$ cat src/rtl/elu_lookup_ctrl.sv
// ELU table ROM sequencer: clamps signed samples to a ROM address, captures rom_q into a
// 3-entry FIFO and streams results with per-frame last flags. Optional: ELU_SAT_CNT_EN.
module elu_lookup_ctrl #(
  parameter int IWIDTH = 16,
  parameter int DWIDTH = 8,
  parameter int AWIDTH = 11,
  parameter int WORDS  = 1597,
  parameter int OFFSET = 798,
  parameter int NUM    = 1024,
  parameter int CWIDTH = 10
) (
  input  logic              clk,
  input  logic              rst,
  input  logic              in_valid,
  output logic              in_ready,
  input  logic [IWIDTH-1:0] in_data,
  output logic [AWIDTH-1:0] rom_addr,
  input  logic [DWIDTH-1:0] rom_q,
  output logic              out_valid,
  input  logic              out_ready,
  output logic [DWIDTH-1:0] out_data,
  output logic              out_last,
  output logic              busy
`ifdef ELU_SAT_CNT_EN
  ,
  output logic [15:0]       sat_count
`endif
);

  localparam int SW = IWIDTH + 2;
  localparam logic signed [SW-1:0] OFF_S  = SW'(OFFSET);
  localparam logic signed [SW-1:0] MAX_S  = SW'(WORDS - 1);
  localparam logic [AWIDTH-1:0]    MAX_A  = AWIDTH'(WORDS - 1);
  localparam logic [CWIDTH-1:0]    LAST_C = CWIDTH'(NUM - 1);

  logic signed [SW-1:0] sum;
  logic                 clamp_lo;
  logic                 clamp_hi;

  logic [DWIDTH-1:0]    mem [3];
  logic [1:0]           wr_ptr;
  logic [1:0]           rd_ptr;
  logic [1:0]           count;
  logic                 pending;
  logic [CWIDTH-1:0]    frame;
  logic                 accept;
  logic                 pop;

  // Two guard bits keep the offset sum exact for any input.
  assign sum      = {{2{in_data[IWIDTH-1]}}, in_data} + OFF_S;
  assign clamp_lo = sum[SW-1];
  assign clamp_hi = !sum[SW-1] && (sum > MAX_S);
  assign rom_addr = clamp_lo ? '0 : (clamp_hi ? MAX_A : sum[AWIDTH-1:0]);

  // Counting the pending read reserves a FIFO slot for it before it lands.
  assign in_ready  = !rst && (({1'b0, count} + {2'b00, pending}) <= 3'd2);
  assign out_valid = (count != 2'd0);
  assign out_data  = out_valid ? mem[rd_ptr] : '0;
  assign out_last  = out_valid && (frame == LAST_C);
  assign busy      = pending || out_valid;

  assign accept = in_valid && in_ready;
  assign pop    = out_valid && out_ready;

  function automatic logic [1:0] ptr_next(input logic [1:0] p);
    return (p == 2'd2) ? 2'd0 : p + 2'd1;
  endfunction

  always_ff @(posedge clk or posedge rst) begin
    if (rst) begin
      for (int i = 0; i < 3; i++) mem[i] <= '0;
      wr_ptr  <= '0;
      rd_ptr  <= '0;
      count   <= '0;
      pending <= 1'b0;
      frame   <= '0;
    end else begin
      pending <= accept;
      if (pending) begin
        mem[wr_ptr] <= rom_q;
        wr_ptr      <= ptr_next(wr_ptr);
      end
      if (pop) begin
        rd_ptr <= ptr_next(rd_ptr);
        frame  <= (frame == LAST_C) ? '0 : frame + CWIDTH'(1);
      end
      case ({pending, pop})
        2'b10:   count <= count + 2'd1;
        2'b01:   count <= count - 2'd1;
        default: count <= count;
      endcase
    end
  end

`ifdef ELU_SAT_CNT_EN
  always_ff @(posedge clk or posedge rst) begin
    if (rst) begin
      sat_count <= '0;
    end else if (accept && (clamp_lo || clamp_hi) && (sat_count != 16'hFFFF)) begin
      sat_count <= sat_count + 16'd1;
    end
  end
`endif

endmodule
$ cat config.mk
export PLATFORM = sky130hd
export DESIGN_NAME = elu_lookup_ctrl
export DESIGN_NICKNAME = d
export VERILOG_FILES = /design/src/rtl/elu_lookup_ctrl.sv
export SDC_FILE = /design/constraint.sdc
export NUM_CORES = 1
export LEC_CHECK = 0
export BUFFER_PORTS_ARGS = -buffer_cell sky130_fd_sc_hd__buf_2
export CORE_MARGIN = 5
export CORE_UTILIZATION = 27
export DETAILED_ROUTE_END_ITERATION = 8
export PLACE_DENSITY = 0.52
export SYNTH_ARGS = -nofsm -noshare
export SYNTH_HDL_FRONTEND = slang
export SYNTH_SLANG_ARGS = --single-unit
$ cat constraint.sdc
create_clock -name clk -period 1.8 [get_ports clk]
set_input_delay 0.09 -clock clk [delete_from_list [all_inputs] [get_ports clk]]
set_output_delay 0.09 -clock clk [all_outputs]
set_load 0.01 [all_outputs]
==> flow_metrics.tcl, run 1 <==
set metrics [dict create \
    drc 0 \
    cp_max_fo 4 \
    slew_violations 0 \
    io_pins 51 \
    critPathMaxStageDelay_ps 570 \
    synth_cell_types 46 \
    setup_viol 11 \
    ant_nets 0 \
    totalWireLength_mm 5.95 \
    rsz0062_at_grt "true" \
    async_flop_share_pct 100 \
    vdd_drop_max_mv 0.670 \
    critPathKind "input pin to primary output" \
    die_area_um2 10900 \
    grt_pass1_wl_mm 9.93 \
    relSlewSlack_pct 64.9 \
    required_ps 1710 \
    outcome "finished with violations" \
    grt_overflow 0 \
    worstMarginPinSlew_ps 526 \
    fmax_mhz 519 \
    drive_above_1_share_pct 41.5 \
    violations "setup timing" \
    syn_inst 247 \
    grt.total_usage_pct 10.7 \
    syn2layout_area_growth_pct 33.4 \
    wl_per_cell_um 13.7 \
    synth_top_cell_by_area "dfrtp_1" \
    utilization_pct 36.9 \
    synth_area_leaders "dfrtp_1 43%, mux2_2 12%, nor2_1 4.8%" \
    finClkSkew_ps 6.84 \
    cp-end-kind "primary output" \
    ys_seq_elements 41 \
    fin_ws_ps -125 \
    pre_cts_ws_ps -225 \
    seq_area_frac_synth_pct 42.8 \
    multiInputGateArea_um2 1450 \
    arrival_ps 1840 \
    htreeDepth 2 \
    clk_latency_ps 290 \
    fin_crit_sh_pct 107 \
    syn_nets 281 \
    drv_cap 0 \
    place.gp.congestion 0.815 \
    clockRootBuffer "clkbuf_8" \
    p_per_area_nw_per_um2 1240 \
    ff_latch_area_um2 1030 \
    cts_buffers 5 \
    synth_edf_count 0 \
    cts_tree "yes" \
    clk_pin_slew_ps 80 \
    clockBufferDepth 2 \
    slowest_stage "or4_4" \
    die-height_um 104 \
    yosysWarningCount 0 \
    cts_sinks 41 \
    start_util_pct 27.7 \
    grt_max_degree 42 \
    rows 34 \
    p_leak_nw 1.45 \
    diodes 0 \
    drt-initial-drc-count 80 \
    final_nets 358 \
    num_vias 2098 \
    core_region_area_um2 8680 \
    startpoint_type "input pin" \
    io_buffer_count 50 \
    hpwl_mm 4.18 \
    worstHoldPathType "input pin to flip-flop" \
    drt_first_pass_iters 4 \
    antenna_found_initial 0 \
    netlist_area_um2 2400 \
    synth_ff_type "dfrtp_1" \
    finalHoldViolations 0 \
    fillCellCount 909 \
    dieWidth_um 104 \
    synth_top_area_share_pct 42.8 \
    layout_min_cycle_time_ps 1930 \
    synth_area_per_cell_um2 9.72 \
    path_cells "buf_6 > buf_6 > or4_4 > a211oi_2 > a211oi_2 > o311a_4 > a21boi_4 > a31oi_2 > buf_2" \
    avgViaCountPerCell 4.85 \
    grt_pass1_vias 2105 \
    hold_ws_ps 16.5 \
]
[synthesized netlist by cell type (2+ instances only)]
cell	number
a211oi_1	3
clkbuf_1	5
nand4b_1	2
inv_1	10
and3_1	8
mux2_2	25
o21ai_0	11
nor2_1	31
dfrtp_1	41
xnor2_1	11
ha_1	6
nand3_1	7
or3_1	4
nand2_1	19
nand2b_1	3
a21oi_1	17
nor2b_1	2
mux2i_1	8
a31oi_1	3
and2_1	5
[path summary, 6_finish.rpt]
path	start	endpoint	slack, ps	cells after the start
worst max register to register	count[1]	frame[7]	200	7
worst max-delay path	in_data[2]	rom_addr[3]	-130	9
max in group asynchronous	rst	mem[15]	940	4
worst min register to register	frame[4]	frame[4]	500	1
min in group asynchronous	rst	mem[9]	490	4
worst min-delay path	in_valid	pending	20	2
[layout by cell type (no fill, tap or decap), types with 2 or more instances in the layout]
| cell | n |
|---|---|
| nor2_1 | 30 |
| nand2_1 | 19 |
| inv_2 | 2 |
| a21oi_2 | 4 |
| clkbuf_8 | 5 |
| nor2b_1 | 2 |
| buf_6 | 5 |
| nand2b_1 | 3 |
| dfrtp_1 | 41 |
| a21boi_4 | 2 |
| nand3_1 | 7 |
| nand4b_1 | 2 |
| buf_4 | 22 |
| o21ai_1 | 3 |
| inv_1 | 8 |
| and2_1 | 5 |
| a211oi_2 | 3 |
| o21ai_0 | 9 |
| ha_1 | 4 |
| and3_1 | 8 |
| buf_2 | 47 |
| mux2_2 | 25 |
| clkinv_2 | 2 |
| a21oi_1 | 13 |
| or3_1 | 4 |
| xnor2_1 | 11 |
| mux2i_1 | 8 |
[stage by stage]
stage | instance area (um^2) | std cells | total power, mW | setup TNS, ps
2_1_floorplan | 2400 | 247 | 2.74 | 0
3_3_place_gp | 2910 | 419 | 3.32 | -1810
3_5_place_dp | 2910 | 419 | 3.34 | -1900
4_1_cts | 3090 | 431 | 3.96 | -814
5_1_grt | 3200 | 433 | 4.31 | -1490
6_report | 3200 | 433 | 3.96 | -865
[what timing repair did]
action / 4_1_cts / 5_1_grt
buffers inserted: 2 / 2
pin swaps: 16 / 12
gates resized for setup: 15 / 17
hold buffers: 1 / 0
endpoints found under the hold margin: 41 / 0
setup endpoints to repair: 11 / 12
gates cloned: 1 / 0
[per-layer routing]
metal / track usage (%) / part of all wire (%) / up-vias
met1: 14.1 / 46 / 997
met2: 17.1 / 46 / 67
met4: 3.05 / 1.9 / 0
met5: 0 / 0 / -
met3: 3.17 / 6.0 / 9
li1: - / - / 1025
[worst max-delay path, delay by kind of cell]
| family | cells | cell delay (ps) |
|---|---|---|
| compound gates | 5 | 810 |
| simple gates | 1 | 570 |
| buf+inv | 3 | 360 |
[layout make-up]
cell class,instances,share of cell area [%]
multi-input combinational,191,45.4
sequential,41,32.0
timing repair buffer,75,14.6
clock buffer,6,2.27
clock inverter,2,0.313
inverter,10,1.17
tap,108,4.22
[state kept, by name, summed over array words and instances (netlist names)]
signal	count
rd_ptr	2
mem	24
wr_ptr	2
count	2
frame	10
pending	1
[kinds of logic after synthesis]
| group | after synthesis | share of synthesized area (%) |
|---|---|---|
| buffers and inverters | 16 | 2.50 |
| DFF | 41 | 42.8 |
| muxes | 33 | 15.1 |
| xor gates and xnor gates | 12 | 4.38 |
| adders and majority gates | 6 | 3.13 |
| AOI/OAI and AO/OA | 47 | 12.5 |
| and+or+nand+nor | 92 | 19.7 |
[power by group]
group	internal [mW]	leakage, nW	total (mW)	switching [mW]
Sequential	1.33	0.500	1.58	0.247
Combinational	0.916	0.904	1.81	0.889
Clock	0.269	0.0450	0.572	0.303
Total	2.52	1.45	3.96	1.44
Note: power is estimated with default switching activity, not from simulation.
==> run 2, diff against run 1 <==
- BUFFER_PORTS_ARGS: -buffer_cell sky130_fd_sc_hd__buf_2 -> -buffer_cell sky130_fd_sc_hd__buf_4
==> run 2 against run 1 <==
  * The run still ends with setup timing left
  * Utilization up 1.4 points
  * Global-route usage down 0.14 points
  * Cell area up 3.8%
  * Wire length up 0.27%
  * Final cell count down 0.23%
  * Non-clock buffer count down 1
  * Clock skew down 1.2 ps
  * Sequential power about the same
  * Register-to-register slack worse by 30 ps
  * Sequential share of layout area down 1.1 points
  * Die area unchanged
==> flow_metrics.tcl, run 2 (synthesis gave the netlist of run 1 again) <==
set metrics [dict create \
    drt-initial-drc-count 75 \
    fmax_mhz 521 \
    power.total_mw 4.08 \
    final_nets 357 \
    dieWidth_um 104 \
    wl_per_cell_um 13.8 \
    outcome "finished with violations" \
    io_buffer_count 50 \
    grt_pass1_vias 2008 \
    drc 0 \
    relSlewSlack_pct 64.6 \
    grt_overflow 0 \
    vdd_drop_max_mv 0.761 \
    htreeDepth 2 \
    fin_crit_sh_pct 107 \
    fillCellCount 871 \
    avgViaCountPerCell 4.77 \
    cp-end-kind "primary output" \
    worstHoldPathType "input pin to flip-flop" \
    startpoint_type "input pin" \
    rows 34 \
    largest_reg_flops 24 \
    clockRootBuffer "clkbuf_8" \
    reg2reg_slack_ps 170 \
    drive_above_1_share_pct 42.3 \
    finalHoldViolations 0 \
    cts_buffers 5 \
    p_per_area_nw_per_um2 1230 \
    layout_min_cycle_time_ps 1920 \
    drv_cap 0 \
    cts_tree "yes" \
    critPathKind "input pin to primary output" \
    worstMarginPinSlew_ps 532 \
    crit-reg2reg-launch "count[0]" \
    cp_max_fo 5 \
    drt_first_pass_iters 4 \
    violations "setup timing" \
    setup_viol 10 \
    grt.total_usage_pct 10.6 \
    largest_registers "mem: 24 flops, frame: 10 flops" \
    cts_sinks 41 \
    finClkSkew_ps 5.64 \
    start_util_pct 27.7 \
    diodes 0 \
    arrival_ps 1830 \
    grt_max_degree 42 \
    core_region_area_um2 8680 \
    clk_latency_ps 290 \
    layout_commonest_cell "buf_4" \
    die_area_um2 10900 \
    place.gp.congestion 0.773 \
    min_path_cells 2 \
    clk_pin_slew_ps 70 \
    min_from "in_valid" \
    slew_violations 0 \
    rr_worst_depth 7 \
    num_vias 2060 \
    antenna_found_initial 0 \
    pre_cts_ws_ps -236 \
    fin_ws_ps -120 \
    totalWireLength_mm 5.96 \
    grt_pass1_wl_mm 9.85 \
    die-height_um 104 \
    rr_endpoint "frame[7]" \
    syn2layout_area_growth_pct 38.4 \
    p_leak_nw 1.47 \
    clockBufferDepth 2 \
    utilization_pct 38.3 \
    hpwl_mm 4.17 \
    rsz0062_at_grt "true" \
    ant_nets 0 \
    required_ps 1710 \
    regMostFlops "mem" \
    final_cell_mix "68 x buf_4, 40 x dfrtp_1, 30 x nor2_1, 25 x mux2_2, 19 x nand2_1" \
    io_pins 51 \
    whs_endpoint "pending" \
]
[run 2: repair_timing]
item | 4_1_cts | 5_1_grt
pin swaps | 17 | 8
setup buffers | 4 | 0
setup endpoints to repair | 11 | 20
endpoints found under the hold margin | 41 | 0
gates resized for setup | 19 | 16
hold buffers | 1 | 0
cloned | 1 | 0
[run 2: final cells by class]
class / instances / area [um^2] / share of cell area [%]
repair buffers: 74 / 577 / 17.4
inverters: 10 / 37.5 / 1.13
well taps: 108 / 135 / 4.07
flip-flops and latches: 41 / 1030 / 30.9
clock inverters: 2 / 10.0 / 0.301
clock buffers: 6 / 72.6 / 2.18
multi-input cells: 191 / 1460 / 44.0
[run 2: routing by layer]
| metal | global-route usage [%] | part of all wire, % | routed length, um |
|---|---|---|---|
| met5 | 0 | 0 | 0 |
| met3 | 3.10 | 6.4 | 384 |
| met1 | 14.5 | 48 | 2840 |
| met2 | 16.7 | 45 | 2710 |
| met4 | 1.94 | 0.40 | 24 |
[run 2: worst max path at each step]
stage / startpoint / end / slack (ps) / cells past startpoint
6_report: in_data[2] / rom_addr[8] / -120 / 9
5_1_grt: in_data[2] / rom_addr[6] / -180 / 9
4_1_cts: in_data[2] / rom_addr[3] / -70 / 10
3_5_place_dp: in_data[1] / rom_addr[6] / -240 / 10
3_3_place_gp: in_data[1] / rom_addr[3] / -270 / 10
2_1_floorplan: in_data[1] / rom_addr[4] / 30 / 9
[run 2: critical path, stage by stage]
cell      delay [ps]
buf_6             90
buf_6            110
or4_4            580
nand2_4           90
and4bb_1         230
o22ai_4          100
a21boi_4         220
and3_4           210
buf_6             90
[run 2: power breakdown]
| group | internal [mW] | switching, mW |
|---|---|---|
| combinational | 1.02 | 0.873 |
| sequential | 1.33 | 0.275 |
| clock | 0.269 | 0.306 |
[run 2: per-stage QoR]
step | cells | hold WS [ps] | setup TNS [ps] | cell area, um^2
2_1_floorplan | 247 | 219 | 0 | 2400
3_3_place_gp | 418 | 279 | -2310 | 3030
3_5_place_dp | 418 | 280 | -2170 | 3030
4_1_cts | 432 | 5.49 | -571 | 3260
5_1_grt | 432 | 6.41 | -1560 | 3320
6_report | 432 | 17.4 | -980 | 3320
==> run 3, diff against run 2 <==
- CTS_BUF_LIST: default -> sky130_fd_sc_hd__clkbuf_8
- GPL_TIMING_DRIVEN: default -> 0
==> run 3 against run 2 <==
  * The run still ends with setup timing left
  * Sequential share of layout area is 0.073 points lower
  * Non-clock buffer count fell by 3
  * Utilization hardly changed
  * Wire length increased by 2.7%
  * Critical endpoint unchanged
  * Largest power group unchanged
==> flow_metrics.tcl, run 3 (synthesis gave the netlist of run 1 again) <==
set metrics [dict create \
    outcome "finished with violations" \
    violations "setup timing" \
    grt.busiest_layer "met2" \
    cts_sinks 41 \
    cp_max_fo 5 \
    fin_crit_sh_pct 106 \
    slowest_stage "or4_4" \
    grt_max_degree 37 \
    grt_pass1_wl_mm 10.2 \
    core_region_area_um2 8680 \
    critPathKind "input pin to primary output" \
    arrival_ps 1820 \
    start_util_pct 27.7 \
    worstMarginPinSlew_ps 782 \
    drive_above_1_share_pct 40.3 \
    largest_reg_flops 24 \
    die-height_um 104 \
    fillCellCount 881 \
    totalWireLength_mm 6.13 \
    finalHoldViolations 0 \
    io_pins 51 \
    setup_viol 10 \
    grt_overflow 0 \
    layout_min_cycle_time_ps 1910 \
    drt_first_pass_iters 4 \
    worst-path-buf-inv 3 \
    cts_tree "yes" \
    drc 0 \
    io_buffer_count 49 \
    layout_commonest_cell "buf_4" \
    p_sw_mw 1.44 \
    clk_pin_slew_ps 70 \
    antenna_found_initial 0 \
    finClkSkew_ps 2.20 \
    clockBufferDepth 2 \
    design_area_um2 3330 \
    die_area_um2 10900 \
    pwr-share-seq_pct 39.0 \
    syn2layout_area_growth_pct 38.6 \
    critPathMaxStageDelay_ps 470 \
    place.gp.congestion 0.753 \
    rsz0062_at_grt "true" \
    relSlewSlack_pct 47.6 \
    intPower_mw 2.61 \
    slew_violations 0 \
    drt-initial-drc-count 63 \
    cp_top_family "simple AND/OR/NAND/NOR gates" \
    met2_usage_pct 19.0 \
    cp-end-kind "primary output" \
    dpl-instance-area_um2 2920 \
    fmax_mhz 524 \
    use_met1_pct 13.5 \
    cts_buffers 5 \
    regMostFlops "mem" \
    diodes 0 \
    comb_power_share_pct 46.1 \
    startpoint_type "input pin" \
    drv_cap 0 \
    clockRootBuffer "clkbuf_8" \
    clk_latency_ps 290 \
    worstHoldPathType "input pin to flip-flop" \
    grt_util_met3_pct 3.04 \
    final_cell_mix "58 x buf_4, 41 x dfrtp_1, 31 x nor2_1, 25 x mux2_2, 18 x nand2_1" \
    grt.total_usage_pct 11.1 \
    grt_pass1_vias 2144 \
    required_ps 1710 \
    sw_frac_of_total_pct 35.6 \
    hpwl_mm 4.28 \
    dieWidth_um 104 \
    avgViaCountPerCell 4.91 \
    wl_per_cell_um 14.3 \
    ant_nets 0 \
    vdd_drop_max_mv 0.734 \
    htreeDepth 2 \
    rows 34 \
    path_cells "buf_12 > buf_4 > or4_4 > nand2_4 > and4bb_1 > o22ai_4 > a21boi_4 > and3_4 > buf_6" \
    num_vias 2100 \
    power.total_mw 4.05 \
    fin_ws_ps -108 \
    final_nets 354 \
    clkPwrFrac_pct 14.9 \
    p_per_area_nw_per_um2 1220 \
    p_leak_nw 1.46 \
    largest_registers "mem: 24 flops, frame: 10 flops" \
]
## run 3: path summary, 6_finish.rpt
check                               to  cells after the start  slack (ps)       start
min in group asynchronous     frame[2]                      3         250         rst
min reg2reg                   frame[4]                      1         490    frame[4]
max reg2reg                    mem[17]                      3         120     pending
max                        rom_addr[8]                      9        -110  in_data[1]
min                            mem[10]                      2          50    rom_q[2]
max in group asynchronous       mem[4]                      4        1130         rst
## run 3: final cells by class
| type | instances | area, um^2 | share of cell area (%) |
|---|---|---|---|
| buffer | 5 | 23.8 | 0.715 |
| clock buffer | 6 | 82.6 | 2.48 |
| clock inverter | 1 | 3.75 | 0.113 |
| inverter | 10 | 55.1 | 1.66 |
| multi-input combinational | 191 | 1450 | 43.6 |
| sequential | 41 | 1030 | 30.9 |
| tap | 108 | 135 | 4.06 |
| timing repair buffer | 66 | 549 | 16.5 |
## run 3: through the flow
step           hold WS, ps  utilization, %  TNS (ps)  worst slack, ps  instances
2_1_floorplan          219               -         0             33.3        247
3_3_place_gp           301            33.4     -4610             -500        404
3_5_place_dp          13.5            33.7     -4590             -491        405
4_1_cts               44.6            37.1      -308            -84.0        423
5_1_grt               45.6            38.3     -1130             -164        428
6_report              50.8            38.3      -575             -108        428
## run 3: what timing repair did
item,in CTS,in global routing
endpoints found under the setup margin,21,26
pin swaps,16,9
resized for setup,28,22
gates cloned,1,0
setup buffers,9,5
endpoints found under the hold margin,42,0
hold buffers,2,0
## run 3: power by group through the flow
stage / clock (mW) / sequential (mW) / combinational (mW)
final: 0.606 / 1.58 / 1.87
after global routing: 0.665 / 1.65 / 2.08
after CTS: 0.632 / 1.59 / 1.85
after detailed placement: 0 / 1.61 / 1.79
after global placement: 0 / 1.59 / 1.76
after floorplan: 0 / 1.54 / 1.20
## run 3: metal layers
metal	vias up	part of all wire (%)
met5	-	0
met1	994	45
met2	71	48
met4	0	2.0
li1	1021	-
met3	14	5.8
